### src/rtl/mips_pkg.sv
// rtl/mips_pkg.sv - shared constants and fetch state encoding for the MIPS core
package mips_pkg;

  localparam logic [31:0] NOP_WORD = 32'h0000_0000;
  localparam int unsigned PC_INC = 4;

  typedef enum logic [1:0] {
    IDLE,
    FETCH,
    BLOCKED,
    DISCARD
  } fetch_state_t;

endpackage

### src/rtl/fetch_skid_buf.sv
// rtl/fetch_skid_buf.sv - one-entry instruction+pc holding buffer for the fetch stage
module fetch_skid_buf
  import mips_pkg::*;
#(
  parameter int PC_W = 32
) (
  input  logic            clk,
  input  logic            reset,
  input  logic            i_load,
  input  logic            i_drain,
  input  logic            i_clear,
  input  logic [31:0]     i_instr,
  input  logic [PC_W-1:0] i_pc,
  output logic            o_full,
  output logic [31:0]     o_instr,
  output logic [PC_W-1:0] o_pc
);

  logic            r_full;
  logic [31:0]     r_instr;
  logic [PC_W-1:0] r_pc;

  // Clear wins over load so a redirect always leaves the buffer empty.
  always_ff @(posedge clk or posedge reset) begin
    if (reset) begin
      r_full  <= 1'b0;
      r_instr <= NOP_WORD;
      r_pc    <= '0;
    end else if (i_clear) begin
      r_full <= 1'b0;
    end else if (i_load) begin
      r_full  <= 1'b1;
      r_instr <= i_instr;
      r_pc    <= i_pc;
    end else if (i_drain) begin
      r_full <= 1'b0;
    end
  end

  assign o_full  = r_full;
  assign o_instr = r_instr;
  assign o_pc    = r_pc;

endmodule

### src/rtl/instr_fetch.sv
// rtl/instr_fetch.sv - MIPS fetch stage: PC, imem req/ready handshake, output register, skid, redirect
module instr_fetch
  import mips_pkg::*;
#(
  parameter int              PC_W     = 32,
  parameter logic [PC_W-1:0] RESET_PC = '0
) (
  input  logic            clk,
  input  logic            reset,
  output logic [PC_W-1:0] imem_addr,
  output logic            imem_req,
  input  logic            imem_ready,
  input  logic [31:0]     imem_rdata,
  input  logic            stall,
  input  logic            redirect,
  input  logic [PC_W-1:0] redirect_pc,
  output logic [31:0]     instr,
  output logic            instr_valid,
  output logic [PC_W-1:0] instr_pc,
  output logic [PC_W-1:0] instr_pc4
);

  localparam logic [PC_W-1:0] PC_STEP = PC_W'(PC_INC);

  fetch_state_t    r_state, w_next_state;
  logic [PC_W-1:0] r_pc, w_pc_next, r_hold_addr, w_target;
  logic [31:0]     r_instr;
  logic            r_valid;
  logic [PC_W-1:0] r_instr_pc, r_instr_pc4;

  logic            w_consume, w_slot_free;
  logic            w_out_load, w_out_flush, w_out_drop, w_from_skid;
  logic            w_skid_load, w_skid_drain, w_skid_clear, w_hold_load;
  logic            w_skid_full;
  logic [31:0]     w_skid_instr, w_src_instr;
  logic [PC_W-1:0] w_skid_pc, w_src_pc;

  assign w_consume   = r_valid && !stall;
  assign w_slot_free = !r_valid || !stall;
  assign w_target    = redirect_pc & ~PC_W'(3);

  // DISCARD keeps presenting the abandoned address while r_pc already holds the target.
  assign imem_req  = (r_state == FETCH) || (r_state == DISCARD);
  assign imem_addr = (r_state == DISCARD) ? r_hold_addr : r_pc;

  assign w_src_instr = w_from_skid ? w_skid_instr : imem_rdata;
  assign w_src_pc    = w_from_skid ? w_skid_pc : r_pc;

  fetch_skid_buf #(.PC_W(PC_W)) u_skid (
    .clk     (clk),
    .reset   (reset),
    .i_load  (w_skid_load),
    .i_drain (w_skid_drain),
    .i_clear (w_skid_clear),
    .i_instr (imem_rdata),
    .i_pc    (r_pc),
    .o_full  (w_skid_full),
    .o_instr (w_skid_instr),
    .o_pc    (w_skid_pc)
  );

  always_comb begin
    w_next_state = r_state;
    w_pc_next    = r_pc;
    w_out_load   = 1'b0;
    w_out_flush  = 1'b0;
    w_out_drop   = 1'b0;
    w_from_skid  = 1'b0;
    w_skid_load  = 1'b0;
    w_skid_drain = 1'b0;
    w_skid_clear = 1'b0;
    w_hold_load  = 1'b0;
    case (r_state)
      IDLE: begin
        w_next_state = FETCH;
        if (redirect) w_pc_next = w_target;
      end
      FETCH: begin
        if (redirect) begin
          w_pc_next    = w_target;
          w_out_flush  = 1'b1;
          w_skid_clear = 1'b1;
          if (!imem_ready) begin
            w_next_state = DISCARD;
            w_hold_load  = 1'b1;
          end
        end else if (imem_ready) begin
          w_pc_next = r_pc + PC_STEP;
          if (w_slot_free) begin
            w_out_load = 1'b1;
          end else begin
            w_skid_load  = 1'b1;
            w_next_state = BLOCKED;
          end
        end else if (w_consume) begin
          w_out_drop = 1'b1;
        end
      end
      BLOCKED: begin
        if (redirect) begin
          w_pc_next    = w_target;
          w_out_flush  = 1'b1;
          w_skid_clear = 1'b1;
          w_next_state = FETCH;
        end else if (w_consume && w_skid_full) begin
          w_skid_drain = 1'b1;
          w_out_load   = 1'b1;
          w_from_skid  = 1'b1;
          w_next_state = FETCH;
        end
      end
      DISCARD: begin
        if (redirect) begin
          w_pc_next    = w_target;
          w_out_flush  = 1'b1;
          w_skid_clear = 1'b1;
        end
        if (imem_ready) w_next_state = FETCH;
      end
      default: w_next_state = IDLE;
    endcase
  end

  always_ff @(posedge clk or posedge reset) begin
    if (reset) begin
      r_state     <= IDLE;
      r_pc        <= RESET_PC;
      r_hold_addr <= '0;
    end else begin
      r_state <= w_next_state;
      r_pc    <= w_pc_next;
      if (w_hold_load) r_hold_addr <= r_pc;
    end
  end

  always_ff @(posedge clk or posedge reset) begin
    if (reset) begin
      r_instr     <= NOP_WORD;
      r_valid     <= 1'b0;
      r_instr_pc  <= RESET_PC;
      r_instr_pc4 <= RESET_PC + PC_STEP;
    end else if (w_out_flush) begin
      r_instr <= NOP_WORD;
      r_valid <= 1'b0;
    end else if (w_out_load) begin
      r_instr     <= w_src_instr;
      r_valid     <= 1'b1;
      r_instr_pc  <= w_src_pc;
      r_instr_pc4 <= w_src_pc + PC_STEP;
    end else if (w_out_drop) begin
      r_valid <= 1'b0;
    end
  end

  assign instr       = r_instr;
  assign instr_valid = r_valid;
  assign instr_pc    = r_instr_pc;
  assign instr_pc4   = r_instr_pc4;

endmodule

### config.mk
export PLATFORM = sky130hd
export DESIGN_NAME = instr_fetch
export DESIGN_NICKNAME = d
export VERILOG_FILES = /design/src/rtl/mips_pkg.sv /design/src/rtl/fetch_skid_buf.sv /design/src/rtl/instr_fetch.sv
export SDC_FILE = /design/constraint.sdc
export NUM_CORES = 1
export LEC_CHECK = 0
export CAP_MARGIN = 20
export CELL_PAD_IN_SITES_DETAIL_PLACEMENT = 0
export CELL_PAD_IN_SITES_GLOBAL_PLACEMENT = 1
export CORE_UTILIZATION = 25
export CTS_BUF_LIST = sky130_fd_sc_hd__clkbuf_4 sky130_fd_sc_hd__clkbuf_8
export DETAILED_ROUTE_END_ITERATION = 16
export MAX_ROUTING_LAYER = met4
export PLACE_DENSITY_LB_ADDON = 0.15
export REMOVE_ABC_BUFFERS = 1
export SYNTH_ARGS = -nofsm -noshare
export SYNTH_HDL_FRONTEND = slang
export SYNTH_SLANG_ARGS = --single-unit
### constraint.sdc
create_clock -name clk -period 12 [get_ports clk]
set_input_delay 1.2 -clock clk [delete_from_list [all_inputs] [get_ports clk]]
set_output_delay 1.2 -clock clk [all_outputs]
set_load 0.03 [all_outputs]
==> reports/metrics.yaml, run 1 <==
status:
  status: "complete, no violations"
grt:
  grt_pass1_vias: 8332
  grt_antenna_before_repair: 0
  grt_usage_pct: 15.7
  grt_first_pass_wirelength_um: 51300
  grt_start_max_net_pins: 120
  grt-ovfl-total: 0
finish:
  fin_nets: 1241
  mostFrequentLayoutCell: "dfrtp_1"
  drive_gt1_share_pct: 19.1
  n_antenna_cell: 0
  layout_common_cells: "dfrtp_1, clkdlybuf4s50_1, nand2_1, mux2_2, o21ai_0"
  area_delta_synth_final_pct: 28.9
critical_path:
  critPathKind: "flip-flop to output port"
  startpoint: "r_state[0]"
  cp-end-kind: "output port"
  arrival_ns: 2.97
  r2r-start: "r_state[0]"
  ff2ff_path_depth: 13
  worstSetupStartpointType: "flip-flop"
  cpMaxStageDelayCell: "clkdlybuf4s50_1"
  crit_buf_inv: 2
  r2r_slack_ns: 8.31
  cp.required_ns: 10.80
  worstPathMaxFanout: 25
  cp_cell_sequence: "ha_1, buf_4, mux2_2, clkdlybuf4s50_1"
  cp_top_family: "buffers and inverters"
  path_depth: 4
  cpPeakStageDelay_ns: 0.61
detailed_routing:
  dr.pass1.iters: 5
  vias_per_cell: 4.64
  ant_nets: 0
  routed_wl_um: 33100
  vias: 8034
  drt-initial-drc-count: 421
  drcViolationCount: 0
  wl_per_cell_um: 19.1
floorplan:
  core_area_um2: 42100
  io-pin-count: 199
  row_count: 75
  die_y_um: 209
  die_area_um2: 43800
  start_util_pct: 25.5
  die_w_um: 209
yosys:
  yosys.area_share.simple_pct: 12.8
  synth_area_leaders: "dfrtp_1, mux2_2, nand2_1"
  synth_cells: 996
  synth-compound-area-share_pct: 9.20
  synth_xor_area_share_pct: 4.24
  ys.flop_type: "dfrtp_1"
  synth_edf_count: 0
  synthAdderAreaFrac_pct: 0.698
  syn_area_um2: 10700
  synth.avg_cell_area_um2: 10.8
  synth_top_family_by_area: "multiplexers"
  yosysTopAreaCellShare_pct: 50.5
  async_flop_share_pct: 100
  yosys_warnings: 0
  seq_area_frac_synth_pct: 50.8
  yosysTopAreaCell: "dfrtp_1"
  synthDistinctLibCells: 69
  synth-seq-cells: 218
  synth_mux_area_share_pct: 18.2
min_path:
  holdCritStartpoint: "instr_pc4[2]"
  hp-class: "flip-flop to flip-flop"
  worstHoldPathCells: 2
power_and_ir_drop:
  p_per_area_nw_per_um2: 225
  power_w: 0.00312
  max-vdd-ir-drop_mv: 0.127
  p_leak_nw: 6.18
timing:
  slew_headroom_pct: 31.9
  tns_ns: 0
  post-route-period-util_pct: 34.7
  fin_worst_skew_ns: 0.0342
  rsz0062_at_grt: "false"
  worstMarginPinSlew_ns: 1.02
  fmax_ghz: 0.240
  report.final.slew_viol_count: 0
  setup_viol_count_final: 0
  min_period_ns: 4.17
  hold_violations: 0
place:
  place_congestion: 0.772
  dp_hpwl_um: 22100
  port_buffers: 190
clock_tree:
  cts_tree: "yes"
  clkTransAtPathRegs_ns: 0.05
  cts_max_level: 2
  postCtsSetupBuffers: 0
  cts_sinks: 218
  root_buffer: "clkbuf_8"
  clk_path_buf_depth: 3
  cts_buffers: 43
  clk_latency_ns: 0.59
  ctsResizeCount: 0
  hold_buffers: 0
run:
  maxCapViolations: 0
## layer usage
metal / routed length (um) / vias to the layer above / part of all wire (%) / GRT usage (%)
met5: 0 / - / 0 / -
met4: 805 / 0 / 2.4 / 6.09
met3: 1460 / 66 / 4.4 / 2.72
met2: 14400 / 206 / 44 / 22.4
met1: 16300 / 3936 / 49 / 22.0
li1: - / 3826 / - / -
## cell usage after synthesis, types with 3 or more instances
| library cell | number |
|---|---|
| ha_1 | 6 |
| xor2_1 | 27 |
| o21ai_1 | 58 |
| and2_1 | 3 |
| dfrtp_1 | 217 |
| nor2_1 | 18 |
| a21oi_1 | 9 |
| nand3_1 | 27 |
| buf_1 | 4 |
| nor3_1 | 9 |
| nand4_1 | 20 |
| buf_4 | 14 |
| o21ai_0 | 68 |
| a31oi_1 | 4 |
| mux2i_1 | 58 |
| o22ai_1 | 5 |
| nand2_1 | 156 |
| buf_6 | 5 |
| clkbuf_1 | 37 |
| and4_1 | 7 |
| buf_2 | 20 |
| and3_1 | 11 |
| or2_2 | 3 |
| xnor2_1 | 25 |
| a211oi_1 | 5 |
| o21a_1 | 3 |
| inv_1 | 7 |
| mux2_2 | 122 |
## cell families (layout without fill, tap and decap cells)
| logic type | after synthesis | in the layout |
|---|---|---|
| muxes | 180 | 180 |
| other | 1 | 6 |
| adders and majority gates | 6 | 6 |
| xor gates and xnor gates | 52 | 52 |
| and+or+nand+nor | 279 | 279 |
| AOI/OAI and AO/OA | 173 | 173 |
| DFF | 218 | 218 |
| buffers and inverters | 87 | 277 |
## path summary, 6_finish.rpt
kind / to
max: imem_addr[22]
min in group asynchronous: instr_pc4[5]
min reg2reg: instr_pc4[2]
max reg2reg: instr_pc4[28]
max in group asynchronous: u_skid.o_instr[12]
min: instr_pc4[2]
## worst reg2reg max path: stages (launching register included)
cell	delay [ns]
dfrtp_1	0.41
inv_1	0.09
ha_1	0.22
nor2b_2	0.68
nand2_4	0.48
nand2_1	0.21
nand2_1	0.08
ha_1	0.31
nand4_1	0.15
nor4_1	0.06
a22o_1	0.41
o2111ai_1	0.22
xnor2_1	0.16
o21ai_1	0.07
## layout make-up
| type | count | area, um^2 |
|---|---|---|
| repair buffers | 200 | 1970 |
| well taps | 539 | 674 |
| inverters | 7 | 33.8 |
| fillers | 4391 | 28300 |
| multi-input cells | 696 | 4880 |
| flip-flops and latches | 218 | 5460 |
| clock buffers | 66 | 808 |
| clock inverters | 4 | 27.5 |
## stage by stage
stage,util (%),std cells,setup WS [ns],instance area [um^2],hold WS [ns]
6_report,32.9,1730,7.83,13900,0.459
5_1_grt,32.9,1730,7.67,13900,0.471
4_1_cts,32.9,1730,7.74,13900,0.464
3_5_place_dp,30.9,1660,7.24,13000,0.455
3_3_place_gp,30.9,1660,7.25,13000,0.450
2_1_floorplan,-,921,4.84,10400,0.450
## state kept, by name, summed over array words and instances, names as in the netlist
signal / flops
u_skid.o_full: 1
instr_valid: 1
instr: 32
r_pc: 30
r_hold_addr: 30
u_skid.o_instr: 32
instr_pc4: 30
r_state: 2
u_skid.o_pc: 30
instr_pc: 30
## where the power goes
part	leakage, nW	total (W)	internal (W)	switching [W]
Clock	0.437	0.000753	0.000423	0.000330
Sequential	2.79	0.00115	0.000981	0.000170
Combinational	2.95	0.00121	0.000533	0.000679
Total	6.18	0.00312	0.00194	0.00118
Note: power is estimated with default switching activity, not from simulation.
==> run 2: changes to the inputs <==
Clock period 12 ns to 3.6 ns, I/O delays scaled along.
==> reports/metrics.yaml, run 2 (synthesis gave the netlist of run 1 again) <==
status:
  status: "complete, no violations"
clock_tree:
  cts_tree: "yes"
  cts_buffers: 44  # +2.3%
  hold_buffers: 0  # unchanged
  clkTransAtPathRegs_ns: 0.06  # about the same
  root_buffer: "clkbuf_8"
  clk_latency_ns: 0.59  # about the same
  ctsResizeCount: 0  # unchanged
  cts_sinks: 218  # unchanged
  postCtsSetupBuffers: 0  # unchanged
  cts_max_level: 2  # unchanged
  clk_path_buf_depth: 3  # unchanged
finish:
  fin_util_pct: 33.4  # +0.50 points
  fin_cells: 1750  # +1.2%
  fin_area_um2: 14100  # +1.5%
  seqCellArea_um2: 5460  # unchanged
  fin_nets: 1256  # +1.2%
  multi_input_area_um2: 4880  # unchanged
  mostFrequentLayoutCell: "dfrtp_1"
  drive_gt1_share_pct: 20.5  # +1.3 points
  area_delta_synth_final_pct: 30.8
  layout_common_cells: "dfrtp_1, clkdlybuf4s50_1, nand2_1, mux2_2, o21ai_0"
  fillCellCount: 4297  # -2.1%
  n_antenna_cell: 0  # unchanged
grt:
  grt_usage_pct: 15.8  # +0.074 points
  grt_pass1_vias: 8325  # -0.084%
  grt_antenna_before_repair: 1  # +1
  grt_first_pass_wirelength_um: 51400  # +0.26%
  grt_start_max_net_pins: 97  # -19%
  grt-ovfl-total: 0  # unchanged
place:
  port_buffers: 190  # unchanged
  dpl_cell_area_um2: 13200  # +1.1%
  dp_hpwl_um: 22500  # +1.9%
  pre_cts_ws_ns: 0.422  # -6.82 ns
  place_congestion: 0.763  # -1.2%
  placedCellCount: 1674  # +0.84%
power_and_ir_drop:
  switchingPower_w: 0.00394  # +230%
  p_per_area_nw_per_um2: 750  # +230%
  p_leak_nw: 6.30  # +2.0%
  max-vdd-ir-drop_mv: 0.341  # +170%
  seqPwrFrac_pct: 36.4  # -0.5 points
  p_comb_share_pct: 38.5  # -0.4 points
  p_int_w: 0.00661  # +240%
  switching_share_pct: 37.4  # -0.45 points
  clock_power_share_pct: 25.1  # +0.9 points
timing:
  min_period_ns: 3.20
  report.final.slew_viol_count: 0  # unchanged
  fmax_ghz: 0.312
  hold_violations: 0  # unchanged
  rsz0062_at_grt: "false"
  setup_viol_count_final: 0  # unchanged
  fin_worst_skew_ns: 0.0221  # -0.0121 ns
  fin_ws_ns: 0.397  # -7.44 ns
  slew_headroom_pct: 41.8  # +10 points
  worstMarginPinSlew_ns: 0.872  # -0.149 ns
  post-route-period-util_pct: 89.0
detailed_routing:
  drt-initial-drc-count: 427  # +1.4%
  drcViolationCount: 0  # unchanged
  ant_nets: 0  # unchanged
  dr.pass1.iters: 4  # -1
  wl_per_cell_um: 18.9  # -1.1%
  vias_per_cell: 4.56  # -1.7%
  vias: 7987  # -0.59%
  routed_wl_um: 33100  # about the same
critical_path:
  cpMaxStageDelayCell: "clkdlybuf4s50_1"
  r2r-end: "instr_pc4[22]"
  r2r_slack_ns: 0.67  # -7.64 ns
  cp_cell_sequence: "ha_1, buf_4, mux2_2, clkdlybuf4s50_1"
  r2r-start: "r_state[0]"
  worstPathMaxFanout: 14  # -44%
  cp-end-kind: "output port"
  cp.required_ns: 3.24  # -7.56 ns
  arrival_ns: 2.84  # -0.13 ns
  ff2ff_path_depth: 13  # unchanged
  critPathKind: "flip-flop to output port"
  worstSetupStartpointType: "flip-flop"
  cpPeakStageDelay_ns: 0.60  # about the same
floorplan:
  io-pin-count: 199  # unchanged
  die_w_um: 209  # unchanged
  core_area_um2: 42100  # unchanged
  die_y_um: 209  # unchanged
  start_util_pct: 25.5  # unchanged
  row_count: 75  # unchanged
  die_area_um2: 43800  # unchanged
min_path:
  hp-class: "input port to async pin"
run:
  maxCapViolations: 0  # unchanged
-- run 2: power groups by stage --
stage / clock (W) / combinational [W] / sequential, W
after floorplan: 0 / 0.00172 / 0.00447
after global placement: 0 / 0.00411 / 0.00387
after detailed placement: 0 / 0.00412 / 0.00390
after CTS: 0.00279 / 0.00414 / 0.00386
after global routing: 0.00287 / 0.00435 / 0.00398
final: 0.00265 / 0.00406 / 0.00385
-- run 2: final cells by class --
class / instances / area share, %
sequential: 218 / 38.8
multi-input combinational: 696 / 34.7
timing repair buffer: 214 / 15.0
clock buffer: 74 / 6.31
tap: 539 / 4.79
inverter: 7 / 0.240
clock inverter: 2 / 0.107
-- run 2: worst max-delay path by stage --
stage | endpoint | slack [ns] | start | cells past startpoint
floorplan | instr[0] | -2.72 | reset | 1
global placement | instr_pc4[22] | 0.48 | stall | 12
detailed placement | instr_pc4[22] | 0.42 | stall | 12
CTS | imem_addr[20] | 0.27 | r_state[0] | 4
global route | imem_addr[21] | 0.24 | r_state[0] | 4
finish | imem_addr[21] | 0.40 | r_state[0] | 4
-- run 2: metal layers --
layer / wire length, um / up-vias / global-route usage (%)
met5: 0 / - / -
met4: 732 / 0 / 5.43
met3: 1430 / 53 / 2.68
met2: 14600 / 185 / 23.1
met1: 16300 / 3894 / 21.9
li1: - / 3855 / -
-- run 2: per-stage QoR --
| stage | hold WS, ns | setup TNS, ns | power, W |
|---|---|---|---|
| 2_1_floorplan | 0.450 | -656.94 | 0.00618 |
| 3_3_place_gp | 0.456 | 0 | 0.00798 |
| 3_5_place_dp | 0.454 | 0 | 0.00802 |
| 4_1_cts | 0.254 | 0 | 0.0108 |
| 5_1_grt | 0.293 | 0 | 0.0112 |
| 6_report | 0.290 | 0 | 0.0106 |
-- run 2: critical path: cells and delay by family, from the launching register on --
kind	cells	cell delay (ns)
buffers and inverters	2	0.94
adder cells (fa/ha/maj)	1	0.55
multiplexers	1	0.38
flip-flops	1	0.39
==> run 3: changes to the inputs <==
Settings changed: CORE_UTILIZATION 25 to 38, SKIP_CTS_REPAIR_TIMING set to 1.
==> reports/metrics.yaml, run 3 (synthesis gave the netlist of run 1 again) <==
critical_path:
  cp.required_ns: 3.24  # about the same
  arrival_ns: 2.53  # -0.31 ns
  cpPeakStageDelay_ns: 0.60  # about the same
  cp-end-kind: "output port"
  worstPathMaxFanout: 34  # +20
  cp_cell_sequence: "ha_1, buf_4, mux2_2, clkdlybuf4s50_1"
  worstSetupStartpointType: "flip-flop"
  cpMaxStageDelayCell: "clkdlybuf4s50_1"
  critPathKind: "flip-flop to output port"
floorplan:
  die_y_um: 170  # -19%
  core_area_um2: 27800  # -34%
  die_w_um: 170  # -19%
  row_count: 61  # -19%
  die_area_um2: 29000  # -34%
  start_util_pct: 38.7  # +13 points
  io-pin-count: 199  # unchanged
timing:
  slew_headroom_pct: 44.4  # +2.5 points
  post-route-period-util_pct: 80.4  # -8.6 points
  rsz0062_at_grt: "false"
  min_period_ns: 2.89  # -0.309 ns
  fin_worst_skew_ns: 0.0188  # -0.00321 ns
  fmax_ghz: 0.346  # +11%
  report.final.slew_viol_count: 0  # unchanged
  worstMarginPinSlew_ns: 0.834  # -0.0381 ns
  hold_ws_ns: 0.295  # +0.00511 ns
  hold_violations: 0  # unchanged
  setup_viol_count_final: 0  # unchanged
power_and_ir_drop:
  switchingPower_w: 0.00377  # -4.5%
  p_per_area_nw_per_um2: 742  # -1.0%
  switching_share_pct: 37.0  # -0.40 points
  power_w: 0.0102  # -3.5%
  max-vdd-ir-drop_mv: 0.388  # +14%
  clock_power_share_pct: 23.4  # -1.7 points
  p_leak_nw: 6.22  # -1.3%
  seqPwrFrac_pct: 37.6  # +1.2 points
  p_int_w: 0.00642  # -2.8%
  p_comb_share_pct: 39.0  # +0.5 points
detailed_routing:
  ant_nets: 0  # unchanged
  routed_wl_um: 28200  # -15%
  drcViolationCount: 0  # unchanged
  vias_per_cell: 5.04  # +10%
  dr.pass1.iters: 5  # +1
  vias: 7911  # -0.95%
  drt-initial-drc-count: 430  # +0.70%
  wl_per_cell_um: 17.9  # -5.2%
grt:
  grt_first_pass_wirelength_um: 45200  # -12%
  grt-ovfl-total: 0  # unchanged
  grt_start_max_net_pins: 118  # +22%
  grt_antenna_before_repair: 0  # -1
  grt_pass1_vias: 7976  # -4.2%
  grt_usage_pct: 20.6  # +4.8 points
finish:
  layout_common_cells: "dfrtp_1, clkdlybuf4s50_1, nand2_1, mux2_2, o21ai_0"
  n_antenna_cell: 0  # unchanged
  fin_nets: 1246  # -0.80%
  mostFrequentLayoutCell: "dfrtp_1"
  fin_cells: 1571  # -10%
  area_delta_synth_final_pct: 27.6
  drive_gt1_share_pct: 19.3  # -1.2 points
  fin_util_pct: 49.4  # +16 points
clock_tree:
  clk_latency_ns: 0.54  # -0.05 ns
  clkTransAtPathRegs_ns: 0.05  # about the same
  clk_path_buf_depth: 3  # unchanged
  cts_tree: "yes"
  cts_buffers: 41  # -6.8%
  cts_max_level: 2  # unchanged
  cts_sinks: 218  # unchanged
  root_buffer: "clkbuf_8"
place:
  port_buffers: 190  # unchanged
  placedCellCount: 1506  # -10%
  dp_hpwl_um: 18800  # -17%
  place_congestion: 0.790  # +3.5%
status:
  status: "complete, no violations"
min_path:
  hp-class: "input port to flip-flop"
run:
  maxCapViolations: 0  # unchanged
run 3: changes by cell type in the layout (fill, tap and decap cells not counted):
cell	delta
buf_12	+2
buf_4	-9
bufinv_16	+1
clkbuf_4	-6
clkbuf_8	-8
clkinv_2	+3
clkinvlp_4	-2
inv_6	+1
run 3: final timing paths:
path | startpoint | to | slack (ns) | cells past startpoint
worst max-delay path | r_state[0] | imem_addr[17] | 0.71 | 4
worst min-delay path | redirect | u_skid.o_full | 0.30 | 3
worst max register to register | r_state[0] | instr_pc4[22] | 0.77 | 13
worst min register to register | instr_pc4[2] | instr_pc4[2] | 0.46 | 2
max in group asynchronous | reset | r_hold_addr[12] | 2.46 | 3
min in group asynchronous | reset | instr[8] | 0.34 | 2
run 3: metal layers:
layer	up-vias	routed length [um]	GRT usage (%)
li1	3830	-	-
met1	3808	14200	29.5
met2	232	11800	29.5
met3	41	1690	4.28
met4	0	484	4.94
met5	-	0	-
run 3: power by group through the flow:
| stage | registers, W | logic [W] | clock network, W |
|---|---|---|---|
| floorplan | 0.00447 | 0.00172 | 0 |
| global placement | 0.00383 | 0.00399 | 0 |
| detailed placement | 0.00387 | 0.00401 | 0 |
| CTS | 0.00383 | 0.00403 | 0.00248 |
| global route | 0.00395 | 0.00427 | 0.00259 |
| finish | 0.00383 | 0.00397 | 0.00239 |
run 3: critical path, delay by kind of cell, from the launching register on:
| kind | cells | cell delay [ns] |
|---|---|---|
| buffers and inverters | 2 | 1.00 |
| multiplexers | 1 | 0.42 |
| flip-flops | 1 | 0.40 |
| adder cells (fa/ha/maj) | 1 | 0.16 |
run 3: area by class of cell:
class | instances | area (um^2)
inverters | 7 | 33.8
repair buffers | 207 | 2090
flip-flops and latches | 218 | 5460
clock inverters | 5 | 53.8
multi-input cells | 696 | 4880
fillers | 2659 | 14100
well taps | 378 | 473
clock buffers | 60 | 732
run 3: per-stage QoR:
stage          worst slack (ns)  TNS [ns]  cell area [um^2]
3_5_place_dp              0.427         0             12900
4_1_cts                   0.678         0             13700
5_1_grt                   0.553         0             13700
3_3_place_gp              0.466         0             12900
2_1_floorplan             -2.72   -656.94             10400
6_report                  0.706         0             13700
